[config.mk]
export PLATFORM = sky130hd
export DESIGN_NAME = sync_debounce
export DESIGN_NICKNAME = d
export VERILOG_FILES = /design/src/rtl/sync_pkg.sv /design/src/rtl/sync_db_chan.sv /design/src/rtl/sync_debounce.sv
export SDC_FILE = /design/constraint.sdc
export NUM_CORES = 1
export LEC_CHECK = 0
export ABC_AREA = 1
export CAP_MARGIN = 20
export CORE_UTILIZATION = 35
export DETAILED_ROUTE_END_ITERATION = 7
export SETUP_SLACK_MARGIN = 0.5
export SLEW_MARGIN = 5
export SYNTH_ARGS = -nofsm -noshare
export SYNTH_HDL_FRONTEND = slang
export SYNTH_HIERARCHICAL = 1
export SYNTH_SLANG_ARGS = --single-unit
[constraint.sdc]
create_clock -name clk -period 1.8 [get_ports clk]
set_clock_uncertainty 0.2 [all_clocks]
set_input_delay 0.36 -clock clk [delete_from_list [all_inputs] [get_ports clk]]
set_output_delay 0.36 -clock clk [all_outputs]
set_load 0.02 [all_outputs]
[src/rtl/sync_pkg.sv]
// Shared constants and types for the sync_debounce keypad sense front-end.
package sync_pkg;

  localparam int unsigned SYNC_MIN_STAGES = 2;
  localparam int unsigned DEF_DB_CYCLES   = 16;

  typedef logic [7:0] glitch_cnt_t;

  localparam glitch_cnt_t GLITCH_CNT_MAX = 8'hFF;

endpackage : sync_pkg

[src/rtl/sync_db_chan.sv]
// One input channel: STAGES-deep synchronizer followed by a stability filter with edge strobes.
// With SYNC_DEBOUNCE_GLITCH_CNT_EN defined, also flags rejected glitches to the parent.
module sync_db_chan
  import sync_pkg::*;
#(
  parameter int unsigned STAGES    = SYNC_MIN_STAGES,
  parameter int unsigned DB_CYCLES = DEF_DB_CYCLES
) (
  input  logic clk,
  input  logic reset,
  input  logic d,
  output logic q,
  output logic rise,
  output logic fall,
  output logic strobe_c
`ifdef SYNC_DEBOUNCE_GLITCH_CNT_EN
  ,
  output logic glitch_c
`endif
);

  localparam int unsigned    CW       = $clog2(DB_CYCLES + 1);
  localparam logic [CW-1:0]  CNT_LAST = CW'(DB_CYCLES - 1);

  if (STAGES < SYNC_MIN_STAGES) begin : g_bad_stages
    $error("sync_db_chan: STAGES must be >= %0d", SYNC_MIN_STAGES);
  end
  if (DB_CYCLES < 1) begin : g_bad_db
    $error("sync_db_chan: DB_CYCLES must be >= 1");
  end

  logic [STAGES-1:0] sync_q, sync_d;
  logic [CW-1:0]     cnt_q, cnt_d;
  logic              q_q, q_d;
  logic              rise_q, rise_d;
  logic              fall_q, fall_d;
  logic              s;

  assign sync_d = {sync_q[STAGES-2:0], d};
  assign s      = sync_q[STAGES-1];

  // Count consecutive mismatches; accept the new level on the DB_CYCLES-th one.
  always_comb begin
    cnt_d  = cnt_q;
    q_d    = q_q;
    rise_d = 1'b0;
    fall_d = 1'b0;
    if (s == q_q) begin
      cnt_d = '0;
    end else if (cnt_q == CNT_LAST) begin
      cnt_d  = '0;
      q_d    = s;
      rise_d = s;
      fall_d = ~s;
    end else begin
      cnt_d = cnt_q + CW'(1);
    end
  end

  always_ff @(posedge clk or negedge reset) begin
    if (!reset) begin
      sync_q <= '0;
      cnt_q  <= '0;
      q_q    <= 1'b0;
      rise_q <= 1'b0;
      fall_q <= 1'b0;
    end else begin
      sync_q <= sync_d;
      cnt_q  <= cnt_d;
      q_q    <= q_d;
      rise_q <= rise_d;
      fall_q <= fall_d;
    end
  end

  assign q        = q_q;
  assign rise     = rise_q;
  assign fall     = fall_q;
  assign strobe_c = rise_d | fall_d;

`ifdef SYNC_DEBOUNCE_GLITCH_CNT_EN
  // A pending count collapsing back to zero without a q update is a rejected glitch.
  assign glitch_c = (s == q_q) && (cnt_q != '0);
`endif

endmodule : sync_db_chan

[src/rtl/sync_debounce.sv]
// N-channel synchronizer + debounce for keypad sense lines, with rise/fall strobes and a change flag.
// Optional SYNC_DEBOUNCE_GLITCH_CNT_EN adds a saturating rejected-glitch counter (glitch_cnt/glitch_clr).
module sync_debounce
  import sync_pkg::*;
#(
  parameter int unsigned N         = 4,
  parameter int unsigned STAGES    = SYNC_MIN_STAGES,
  parameter int unsigned DB_CYCLES = DEF_DB_CYCLES
) (
  input  logic         clk,
  input  logic         reset,
  input  logic [N-1:0] d,
  output logic [N-1:0] q,
  output logic [N-1:0] rise,
  output logic [N-1:0] fall,
  output logic         changed
`ifdef SYNC_DEBOUNCE_GLITCH_CNT_EN
  ,
  input  logic         glitch_clr,
  output glitch_cnt_t  glitch_cnt
`endif
);

  logic [N-1:0] strobe_c;
  logic         changed_q, changed_d;
`ifdef SYNC_DEBOUNCE_GLITCH_CNT_EN
  logic [N-1:0] glitch_c;
`endif

  for (genvar i = 0; i < N; i++) begin : g_chan
    sync_db_chan #(
      .STAGES    (STAGES),
      .DB_CYCLES (DB_CYCLES)
    ) u_chan (
      .clk      (clk),
      .reset    (reset),
      .d        (d[i]),
      .q        (q[i]),
      .rise     (rise[i]),
      .fall     (fall[i]),
      .strobe_c (strobe_c[i])
`ifdef SYNC_DEBOUNCE_GLITCH_CNT_EN
      ,
      .glitch_c (glitch_c[i])
`endif
    );
  end

  // Built from the channels' next-state strobes so changed lines up with rise/fall.
  assign changed_d = |strobe_c;

  always_ff @(posedge clk or negedge reset) begin
    if (!reset) begin
      changed_q <= 1'b0;
    end else begin
      changed_q <= changed_d;
    end
  end

  assign changed = changed_q;

`ifdef SYNC_DEBOUNCE_GLITCH_CNT_EN
  glitch_cnt_t glitch_cnt_q, glitch_cnt_d;

  // Clear beats increment; simultaneous rejections on several channels count once.
  always_comb begin
    glitch_cnt_d = glitch_cnt_q;
    if (glitch_clr) begin
      glitch_cnt_d = '0;
    end else if ((|glitch_c) && (glitch_cnt_q != GLITCH_CNT_MAX)) begin
      glitch_cnt_d = glitch_cnt_q + 8'd1;
    end
  end

  always_ff @(posedge clk or negedge reset) begin
    if (!reset) begin
      glitch_cnt_q <= '0;
    end else begin
      glitch_cnt_q <= glitch_cnt_d;
    end
  end

  assign glitch_cnt = glitch_cnt_q;
`endif

endmodule : sync_debounce

==> run metrics <==
synthesized area per cell=between 9 and 10 sq um; RSZ-0062 raised after global routing=yes; Yosys top cell by area=dfrtp_1; Via Count=1210; io pins=19; Die H=between 70 and 80 microns; worst slew pin tran=between 300 and 400 ps; critical-path cell with the highest stage delay=dfrtp_1; dpl cells=~240; Hold Slack=~150 ps; slowest cell delay on critical path=400 ps; post-synthesis sequential area ratio=between 60% and 70%; Pins Over Slew Limit=0; Total GRT Usage=13.3%; Req. time, crit path=1240 ps; share of cells above drive strength 1=between 30 and 40%; CP max FO=2; Clock transition at path regs=~70 ps; synthesis warning total=6; input/output buffers=18; Setup CP Type=reg -> out; DRT iter0 DRCs=103; share of the synthesized area in the top cell type=a little over three fifths; crit path DAT=830 ps; syn_nets=178; Total Wirelength=slightly below 3000 microns; LEAKAGE=approximately 1.2 nW; gp weighted congestion=roughly 0.71; Via density=roughly 4.5; number of clock sinks=between 40 and 50; Max Root-Sink Buffers=2; final cell count without fillers=approximately 270; CTS root buf=clkbuf_8; mapped cell area=~1600 sq um; setup_tns=0 ps; setup violators final=0; initial core utilization=36.8%; Crit. End Element=output pin; CP Cell Sequence=buf_6; routed length per instance=about 11 microns; Syn Inst Count=between 150 and 200; Worst VDD drop=0.734 mV; fin util=about half; CTS buffer count=5; drt drc=0; dpl hpwl=1860 microns; CTS tree=built; Congestion Overflow GR=0; Clock Latency Late Sink=290 ps; Max Cap Viol=0; Final Hold Viols=0; CP delay by family, top=flip-flops; Die Wd=70.1 microns; num rows=24; crit share post-route=77.2%; First-pass DRT Iterations=4; Slew HR=between 70% and 80%; FILL cells=414; power per cell area=826 nW/um^2; Fmax=approximately 720 MHz; post-synthesis cell type count=12; synth top area cells=dfrtp_1, nand2_1, inv_1, nor2_1, ha_1; #FFs+latches synth=41; Final ANT Viol Nets=0; vias in the first global route=approximately 1200; Ant. Diodes=0; Startpoint Class=register; area grow syn2layout=39.9%; minimum clock period after layout=1390 ps; dpl ws=~250 ps; Critical path buffers and inverters=1; die area=4910 sq um; r2r setup slk=450 ps; Final WS setup=411 ps; Core Footprint=~4400 sq um; Min-Delay Path Class=reg -> reg; H-tree levels=2; status=finished, final reports clean; antenna violations before repair=0; nets=between 200 and 250; largest net degree at the start of global routing=28; global-route wire length before repair=roughly 5000 microns
[final cells by class]
type	instances	area, sq um	share of cell area (%)
Clock buffer	7	86.3	3.80
Timing Repair Buffer	38	357	15.7
Multi-Input combinational cell	95	586	25.8
Clock inverter	1	30.0	1.32
Inverter	32	120	5.29
Tap cell	52	65.1	2.87
Sequential cell	41	1030	45.2
[layer usage]
layer  global-route usage [%]  wire [microns]  vias up
li1                         -               -      602
met4                     8.67              74        0
met5                        0               0        -
met3                     3.17              93        6
met2                     21.8            1470       22
met1                     15.6            1310      580
[final timing paths]
| check | startpoint | endpoint | depth (start not counted) |
|---|---|---|---|
| worst max-delay path | g_chan[2].u_chan/q | q[2] | 1 |
| worst min-delay path | g_chan[2].u_chan/sync_q[0] | g_chan[2].u_chan/sync_q[1] | 0 |
| worst max register to register | g_chan[1].u_chan/cnt_q[1] | g_chan[1].u_chan/q | 6 |
| worst min register to register | g_chan[2].u_chan/sync_q[0] | g_chan[2].u_chan/sync_q[1] | 0 |
| max in group asynchronous | reset | g_chan[1].u_chan/cnt_q[4] | 3 |
| min in group asynchronous | reset | g_chan[2].u_chan/sync_q[0] | 2 |
[state kept, by name, indices dropped and copies added, names as in the netlist]
name                  count
g_chan.u_chan/fall        4
g_chan.u_chan/rise        4
g_chan.u_chan/sync_q      8
g_chan.u_chan/cnt_q      20
g_chan.u_chan/q           4
changed                   1
[cells in the mapped netlist]
master / instances
dfrtp_1: 41
nand2_1: 37
inv_1: 32
nor2_1: 22
nand3_1: 8
and3_2: 4
ha_1: 4
nand2_2: 4
nand3_2: 4
nand4_1: 4
nor2_2: 4
o21ai_0: 4
[power by group]
group | internal [W] | switching [W]
Clock | 0.000452 | 0.000306
Combinational | 0.0000711 | 0.0000679
Sequential | 0.000951 | 0.0000260
Total | 0.00147 | 0.000400
[cells by family (layout without fill, tap and decap cells)]
| kind of cell | Yosys count | in the layout | share of synthesized area [%] |
|---|---|---|---|
| AND/OR/NAND/NOR | 87 | 87 | 25.1 |
| adder cells (fa/ha/maj) | 4 | 4 | 3.08 |
| buffers and inverters | 32 | 78 | 7.40 |
| flip-flops | 41 | 41 | 63.2 |
| AO/OA/AOI/OAI | 4 | 4 | 1.23 |
[per-stage QoR]
step | total power [W] | cell area [sq um]
final | 0.00187 | 2270
after global routing | 0.00196 | 2270
after CTS | 0.00187 | 2170
after detailed placement | 0.00108 | 1880
after global placement | 0.00108 | 1880
after floorplan | 0.00103 | 1620
[cells in the final DEF (no fill, tap or decap)]
| cell | instances |
|---|---|
| dfrtp_1 | 41 |
| o21ai_0 | 1 |
| buf_6 | 13 |
| inv_1 | 24 |
| inv_2 | 8 |
| buf_12 | 1 |
| dlygate4sd3_1 | 1 |
| buf_4 | 18 |
| bufinv_16 | 1 |
| ha_4 | 1 |
| nand2_1 | 29 |
| and3_2 | 4 |
| o21ai_1 | 2 |
| nand2_4 | 2 |
| nand3_4 | 1 |
| nand2_2 | 10 |
| buf_2 | 1 |
| o21ai_2 | 1 |
| nand3_1 | 5 |
| clkdlybuf4s50_1 | 4 |
| nand4_1 | 4 |
| nor2_1 | 17 |
| nor2_2 | 5 |
| clkbuf_1 | 1 |
| ha_2 | 3 |
| clkbuf_8 | 6 |
| nand3_2 | 6 |
| nor2_4 | 4 |
[what timing repair did]
action,CTS,global route
setup endpoints to repair,32,39
hold buffers,1,0
resized for setup,96,22
pin swaps,4,15
hold endpoints to repair,14,0
setup buffers,12,6
No activity file was read; power rests on OpenSTA's default activity.
